File: config.mk
export PLATFORM = sky130hd
export DESIGN_NAME = solo_squash_input_conditioner
export DESIGN_NICKNAME = d
export VERILOG_FILES = /design/src/rtl/solo_squash_input_conditioner.sv
export SDC_FILE = /design/constraint.sdc
export NUM_CORES = 1
export LEC_CHECK = 0
export BUFFER_PORTS_ARGS = -buffer_cell sky130_fd_sc_hd__buf_4
export CORE_UTILIZATION = 40
export CTS_BUF_LIST = sky130_fd_sc_hd__clkbuf_2 sky130_fd_sc_hd__clkbuf_4 sky130_fd_sc_hd__clkbuf_8
export DETAILED_ROUTE_END_ITERATION = 10
export SLEW_MARGIN = 20
export SYNTH_ARGS = -nofsm -noshare
export SYNTH_HDL_FRONTEND = slang
export SYNTH_SLANG_ARGS = --single-unit
File: constraint.sdc
create_clock -name clk -period 12.4 [get_ports clk]
set_input_delay 3.72 -clock clk [delete_from_list [all_inputs] [get_ports clk]]
set_output_delay 3.72 -clock clk [all_outputs]
set_load 0.05 [all_outputs]
File: src/rtl/solo_squash_input_conditioner.sv
// Input conditioner for solo_squash: synchronises and debounces the active-low
// buttons and external reset, and holds the game in reset through a power-up hold-off.
module solo_squash_input_conditioner #(
    parameter int NUM_BUTTONS     = 4,
    parameter int SYNC_STAGES     = 2,
    parameter int DEBOUNCE_CYCLES = 262144,
    parameter int HOLDOFF_CYCLES  = 1024
) (
    input  logic                   clk,
    input  logic                   reset,
    input  logic                   ext_reset_n_in,
    input  logic [NUM_BUTTONS-1:0] btn_n_in,
    output logic                   game_reset,
    output logic [NUM_BUTTONS-1:0] btn_n_out,
    output logic [NUM_BUTTONS-1:0] btn_press
);

    localparam int MAX_COUNT = (DEBOUNCE_CYCLES > HOLDOFF_CYCLES) ? DEBOUNCE_CYCLES : HOLDOFF_CYCLES;
    localparam int CNT_W     = $clog2(MAX_COUNT) + 1;

    localparam logic [CNT_W-1:0] DEB_LAST  = CNT_W'(DEBOUNCE_CYCLES - 1);
    localparam logic [CNT_W-1:0] HOLD_LAST = CNT_W'(HOLDOFF_CYCLES - 1);
    localparam logic [CNT_W-1:0] CNT_ONE   = CNT_W'(1);

    localparam logic [1:0] ST_HOLDOFF   = 2'd0;
    localparam logic [1:0] ST_EXT_CHECK = 2'd1;
    localparam logic [1:0] ST_RUN       = 2'd2;

    logic [NUM_BUTTONS-1:0] btn_sync [SYNC_STAGES];
    logic [SYNC_STAGES-1:0] ext_sync;
    logic [NUM_BUTTONS-1:0] btn_y;
    logic                   ext_y;

    logic [CNT_W-1:0]       db_cnt [NUM_BUTTONS];
    logic [NUM_BUTTONS-1:0] stable;
    logic [NUM_BUTTONS-1:0] accept;
    logic [NUM_BUTTONS-1:0] fall;

    logic [1:0]             state;
    logic [1:0]             state_next;
    logic [CNT_W-1:0]       ctrl_cnt;
    logic [CNT_W-1:0]       ctrl_cnt_next;

    // ext_reset synchroniser resets to 0 so the game reset starts asserted
    always_ff @(posedge clk or posedge reset) begin
        if (reset) begin
            for (int s = 0; s < SYNC_STAGES; s++) begin
                btn_sync[s] <= '1;
            end
            ext_sync <= '0;
        end else begin
            btn_sync[0] <= btn_n_in;
            for (int s = 1; s < SYNC_STAGES; s++) begin
                btn_sync[s] <= btn_sync[s-1];
            end
            ext_sync <= {ext_sync[SYNC_STAGES-2:0], ext_reset_n_in};
        end
    end

    assign btn_y = btn_sync[SYNC_STAGES-1];
    assign ext_y = ext_sync[SYNC_STAGES-1];

    always_comb begin
        accept = '0;
        for (int i = 0; i < NUM_BUTTONS; i++) begin
            accept[i] = (btn_y[i] != stable[i]) && (db_cnt[i] == DEB_LAST);
        end
        fall = accept & stable;
    end

    always_ff @(posedge clk or posedge reset) begin
        if (reset) begin
            stable <= '1;
            for (int i = 0; i < NUM_BUTTONS; i++) begin
                db_cnt[i] <= '0;
            end
        end else begin
            stable <= stable ^ accept;
            for (int i = 0; i < NUM_BUTTONS; i++) begin
                if (btn_y[i] == stable[i] || accept[i]) begin
                    db_cnt[i] <= '0;
                end else begin
                    db_cnt[i] <= db_cnt[i] + CNT_ONE;
                end
            end
        end
    end

    // One counter serves both the hold-off timer and the ext_reset release debounce
    always_comb begin
        state_next    = state;
        ctrl_cnt_next = ctrl_cnt;
        case (state)
            ST_HOLDOFF: begin
                if (ctrl_cnt == HOLD_LAST) begin
                    state_next    = ST_EXT_CHECK;
                    ctrl_cnt_next = '0;
                end else begin
                    ctrl_cnt_next = ctrl_cnt + CNT_ONE;
                end
            end
            ST_EXT_CHECK: begin
                if (!ext_y) begin
                    ctrl_cnt_next = '0;
                end else if (ctrl_cnt == DEB_LAST) begin
                    state_next    = ST_RUN;
                    ctrl_cnt_next = '0;
                end else begin
                    ctrl_cnt_next = ctrl_cnt + CNT_ONE;
                end
            end
            ST_RUN: begin
                if (!ext_y) begin
                    state_next    = ST_EXT_CHECK;
                    ctrl_cnt_next = '0;
                end
            end
            default: begin
                state_next    = ST_HOLDOFF;
                ctrl_cnt_next = '0;
            end
        endcase
    end

    // Press pulses are gated by the next game_reset so they never overlap an asserted reset
    always_ff @(posedge clk or posedge reset) begin
        if (reset) begin
            state      <= ST_HOLDOFF;
            ctrl_cnt   <= '0;
            game_reset <= 1'b1;
            btn_press  <= '0;
        end else begin
            state      <= state_next;
            ctrl_cnt   <= ctrl_cnt_next;
            game_reset <= (state_next != ST_RUN);
            btn_press  <= fall & {NUM_BUTTONS{state_next == ST_RUN}};
        end
    end

    assign btn_n_out = stable;

endmodule

==> out/qor.yml, run 1 <==
status: "completed"
synth.distinct_cells: 54
initial_utilization_pct: 40.87
ys_warn_count: 0
setup_viol: 0
yosysMostFrequentCell: "dfrtp_1"
post_cts.repair.setup_buffers: 0
end_kind: "output pin"
crit_path_top_delay_cell: "dfstp_2"
max_slew_margin_pct: 34.08
cts_sinks: 116
cts_resized: 0
grt_pass1_wl_microns: 17050
pre_cts_ws_ps: 7175
grt_pass1_vias: 3686
hpwl_microns: 6198
synth-simple-area-share_pct: 24.18
grt.total_usage_pct: 15.29
layout_min_cycle_time_ps: 4947
fmax_mhz: 202.2
routed_wl_microns: 9553
muxShareOfSynthArea_pct: 1.341
finalSetupTns_ps: 0
cts_root_buf: "clkbuf_8"
synth-seq-cells: 116
syn_inst: 508
period_share_pct: 39.89
synth_nets: 520
tritoncts: "built"
drt-wirelength-per-cell_microns: 13.21
synthAdderAreaFrac_pct: 1.156
antenna_found_initial: 0
die_h_microns: 118.3
power-per-cell-area_mw_per_mm2: 130.3
synthXorXnorAreaFrac_pct: 12.94
n_antenna_cell: 0
first_pass_iters: 4
netlist_top_cells_count: "dfrtp_1 (103), nor2_1 (84), xnor2_1 (46)"
hold_buffers: 0
synth_area_per_cell_sq_um: 10.65
syn_to_final_growth_pct: 13.71
grt-ovfl-total: 0
grt_util_met2_pct: 24.08
vias_per_cell: 5.003
io_pins: 16
synth_compound_area_share_pct: 4.461
final_antenna_net_count: 0
htree_num_levels: 4
fillers: 1242
die_w_microns: 118.3
power_leakage_uw: 0.002682
numCtsBuffers: 17
clkTransAtPathRegs_ps: 70
maxCapViolations: 0
finalHoldViolations: 0
yosysTopAreaCell: "dfrtp_1"
final_nets: 546
clock-skew-final_ps: 13.07
netlist_area_sq_mm: 0.005413
setup_ws_ps: 7453
min_path_type: "register to register"
criticalPathCategory: "register to output pin"
layout-drive-gt1-share_pct: 15.54
clk_path_buf_depth: 2
clock_latency_ps: 430
synth-main-ff-cell: "dfrtp_1"
cp.required_ps: 8680
vias: 3617
drc: 0
cp.buffers_inverters: 1
core_area_sq_mm: 0.01324
rows: 42
synth_top_family_by_area: "simple AND/OR/NAND/NOR gates"
path_cells: "buf_4"
synthArstFlopShare_pct: 100.0
peakVddDrop_v: 0.00006383
worstPathArrival_ps: 1230
synth_edf_count: 0
drt_iter0_markers: 210
cp_top_family: "flip-flops"
grt_max_degree: 72
crit_path_max_fanout: 5
critPathLaunchType: "register"
worst_pin_slew_ps: 982.2
top_usage_layer: "met2"
met3_usage_pct: 4.778
regArea_sq_mm: 0.002919
port-buffer-count: 15
rsz0062_at_grt: "no"
ys_seq_area_share_pct: 53.93
die_area_sq_mm: 0.01400
drv_slew: 0
multi_input_comb_area_sq_mm: 0.002386
slowest_delay_ps: 580
gp_congestion: 0.7535
synthTopCellsByArea: "dfrtp_1 (48%), xnor2_1 (7.4%), dfstp_2 (6.3%)"
use_met1_pct: 19.61
synth_top_area_share_pct: 47.62
path summary, 6_finish.rpt:
kind                                end  slack, ps  cells past startpoint        start
min in group asynchronous   ctrl_cnt[7]       3350                      2        reset
max                        btn_n_out[1]       7450                      1     register
min reg2reg                 ext_sync[1]        360                      0  ext_sync[0]
max reg2reg                 ctrl_cnt[5]       9800                      6  ctrl_cnt[0]
min                         ext_sync[1]        360                      0  ext_sync[0]
max in group asynchronous    db_cnt[48]       7770                      3        reset
where the power goes:
| group | internal, uW | switching (uW) |
|---|---|---|
| Combinational | 5.17 | 13.5 |
| Sequential | 384 | 4.53 |
| Clock | 247 | 148 |
per-stage QoR:
| step | instances | hold WS [ps] | total power (uW) | cell area, sq um | utilization, % |
|---|---|---|---|---|---|
| 5_1_grt | 723 | 362.4 | 834.6 | 6155 | 46.48 |
| 6_report | 723 | 355.5 | 802.1 | 6155 | 46.48 |
| 3_3_place_gp | 691 | 343.5 | 414.9 | 5697 | 43.02 |
| 2_1_floorplan | 508 | 331.2 | 408.8 | 5413 | - |
| 4_1_cts | 723 | 358.8 | 815.7 | 6155 | 46.48 |
| 3_5_place_dp | 691 | 343.4 | 415.5 | 5697 | 43.02 |
metal layers:
| metal | wire length, microns | vias up |
|---|---|---|
| li1 | - | 1783 |
| met1 | 4666 | 1760 |
| met2 | 4384 | 62 |
| met3 | 363 | 12 |
| met4 | 138 | 0 |
| met5 | 0 | - |
cell usage in the layout (no fill, tap or decap), drive strengths merged, types with 14 or more instances in the layout:
cell    synthesis  final
xnor2          46     46
clkbuf          3     23
dfrtp         103    103
nand3          35     35
xor2           34     34
nor3           19     19
a21oi          14     14
nor2           84     84
buf             6     16
nand2          38     38
worst register-to-register path: stages (launching register included):
cell and delay, ps:
dfrtp_1 390, ha_1 230, and4_1 320, nand4b_4 160, o21ai_1 410, and2_0 730
o21ai_0 210
layout make-up:
| cell class | instances | area share [%] |
|---|---|---|
| multi-input combinational | 370 | 38.77 |
| timing repair buffer | 16 | 1.952 |
| sequential | 116 | 47.43 |
| inverter | 13 | 0.8335 |
| clock inverter | 9 | 2.399 |
| clock buffer | 23 | 5.042 |
| tap | 176 | 3.578 |
flip-flops by register name (all words and copies together) (netlist names), named ones only:
name / count
db_cnt: 76
ctrl_cnt: 19
btn_press: 4
btn_sync: 4
btn_y: 4
ext_sync: 2
state: 2
game_reset: 1
cell families after synthesis:
logic type                 after synthesis
DFF                                    116
buffers and inverters                   22
adders and majority gates                5
and+or+nand+nor                        244
AOI/OAI and AO/OA                       35
xor gates and xnor gates                80
muxes                                    6
(Power assumes the default switching activity.)
==> inputs of run 2 (changes only) <==
- clock period: 12.4 -> 4.3 ns (I/O delays scaled with it)
==> run 2 against run 1 <==
Against the previous run:
- clock power increased to 3.0 times the previous value
- combinational power increased to 2.9 times the previous value
- largest power group unchanged
- sequential power increased to 2.9 times the previous value
- first-iteration DRC count increased by 0.48%
- highest routed layer unchanged
- wire length decreased by 2.6%
==> out/qor.yml, run 2 (synthesis gave the netlist of run 1 again) <==
status: "completed"
grt-ovfl-total: 0  # unchanged
crit_path_top_delay_cell: "dfstp_2"
max_slew_margin_pct: 46.39  # +12 points
cts_resized: 0  # unchanged
rsz0062_at_grt: "no"
pre_cts_ws_ps: 1815  # -5360 ps
setup_viol: 0  # unchanged
fmax_mhz: 397.0
worst_hold_slack_ps: 353.6  # -1.873 ps
numCtsBuffers: 17  # unchanged
min_path_type: "register to register"
final_util_pct: 46.81  # +0.33 points
first_pass_iters: 4  # unchanged
intPower_uw: 1890  # +200%
tritoncts: "built"
finalHoldViolations: 0  # unchanged
drv_slew: 0  # unchanged
grt_pass1_vias: 3562  # -3.4%
grt_pass1_wl_microns: 16740  # -1.8%
cp_top_family: "flip-flops"
mostFrequentLayoutCell: "dfrtp_1"
setup_ws_ps: 1781  # -5672 ps
largest_reg_flops: 76  # unchanged
clkTransAtPathRegs_ps: 60  # about the same
grt.total_usage_pct: 15.17  # -0.12 points
gp_congestion: 0.8095  # +7.4%
power_frac_seq_pct: 47.6  # -0.9 points
slowest_delay_ps: 580  # about the same
htree_num_levels: 4  # unchanged
hold_buffers: 0  # unchanged
switching_share_pct: 19.82  # -0.83 points
drt-wirelength-per-cell_microns: 12.87  # -2.6%
drc: 0  # unchanged
power.share.clock_pct: 50.1  # +0.9 points
core_area_sq_mm: 0.01324  # unchanged
power_leakage_uw: 0.002692  # +0.38%
final_cell_mix: "dfrtp_1 (103), nor2_1 (84), xnor2_1 (46)"
criticalPathCategory: "register to output pin"
layout_min_cycle_time_ps: 2519
top_register: "db_cnt"
final_nets: 546  # unchanged
hpwl_microns: 6217  # +0.32%
cp.required_ps: 3010  # -5670 ps
die_h_microns: 118.3  # unchanged
final_antenna_net_count: 0  # unchanged
maxCapViolations: 0  # unchanged
die_w_microns: 118.3  # unchanged
n_antenna_cell: 0  # unchanged
layout-drive-gt1-share_pct: 15.54  # unchanged
power-per-cell-area_mw_per_mm2: 380.2  # +190%
rows: 42  # unchanged
critPathLaunchType: "register"
design_power_total_uw: 2357  # +190%
vias: 3571  # -1.3%
crit_path_max_fanout: 4  # -1
cts_root_buf: "clkbuf_8"
die_area_sq_mm: 0.01400  # unchanged
finalSetupTns_ps: 0  # unchanged
port-buffer-count: 15  # unchanged
peakVddDrop_v: 0.0001723  # +170%
initial_utilization_pct: 40.87  # unchanged
drt_iter0_markers: 211  # +0.48%
worstPathArrival_ps: 1230  # about the same
clock-skew-final_ps: 8.269  # -4.798 ps
period_share_pct: 58.59
end_kind: "output pin"
grt_max_degree: 105  # +46%
cp.buffers_inverters: 1  # unchanged
path_cells: "buf_4"
cts_sinks: 116  # unchanged
syn_to_final_growth_pct: 14.52
worst_pin_slew_ps: 803.7  # -178.5 ps
clk_path_buf_depth: 2  # unchanged
vias_per_cell: 4.939  # -1.3%
reg.largest.list: "db_cnt: 76 flops, ctrl_cnt: 19 flops"
routed_wl_microns: 9308  # -2.6%
p_comb_share_pct: 2.3  # about the same
post_cts.repair.setup_buffers: 0  # unchanged
antenna_found_initial: 0  # unchanged
p_sw_uw: 467.1  # +180%
io_pins: 16  # unchanged
clock_latency_ps: 440  # about the same
-- run 2: cell count changes in the layout (fill, tap and decap cells not counted), sizes merged --
cell      before  now
clkbuf        23   26
clkinv         4    1
clkinvlp       1    2
inv           13   12
-- run 2: path summary, 6_finish.rpt --
check	start	end	slack, ps	depth (start not counted)
worst min-delay path	ext_sync[0]	ext_sync[1]	350	0
worst max register to register	ctrl_cnt[0]	ctrl_cnt[7]	1830	6
worst min register to register	ext_sync[0]	ext_sync[1]	350	0
worst max-delay path	register	btn_n_out[2]	1780	1
min in group asynchronous	reset	db_cnt[49]	820	2
max in group asynchronous	reset	btn_y[2]	2660	3
-- run 2: cell type report --
cell class              count  area, sq um
fillers                  1231         7044
well taps                 176        220.2
multi-input cells         370         2386
clock inverters             6        136.4
flip-flops and latches    116         2919
inverters                  13        52.55
clock buffers              26        351.6
repair buffers             16        132.6
-- run 2: power by group through the flow --
stage	clock (uW)	combinational [uW]	sequential [uW]
after floorplan	0	41.1	1140
after global placement	0	56.5	1140
after detailed placement	0	57.5	1140
after CTS	1220	58.2	1120
after global routing	1270	64.5	1120
final	1180	54.8	1120
-- run 2: through the flow --
step                cell area, sq um  std cells
detailed placement              5710        691
global placement                5710        691
floorplan                       5416        508
finish                          6198        723
global route                    6198        723
CTS                             6198        723
-- run 2: per-layer routing --
layer,share of wire [%],track usage (%),routed length [microns]
met5,0,0,0
met4,1.4,6.250,131
met3,3.3,4.923,304
met2,47,24.19,4413
met1,48,18.95,4459
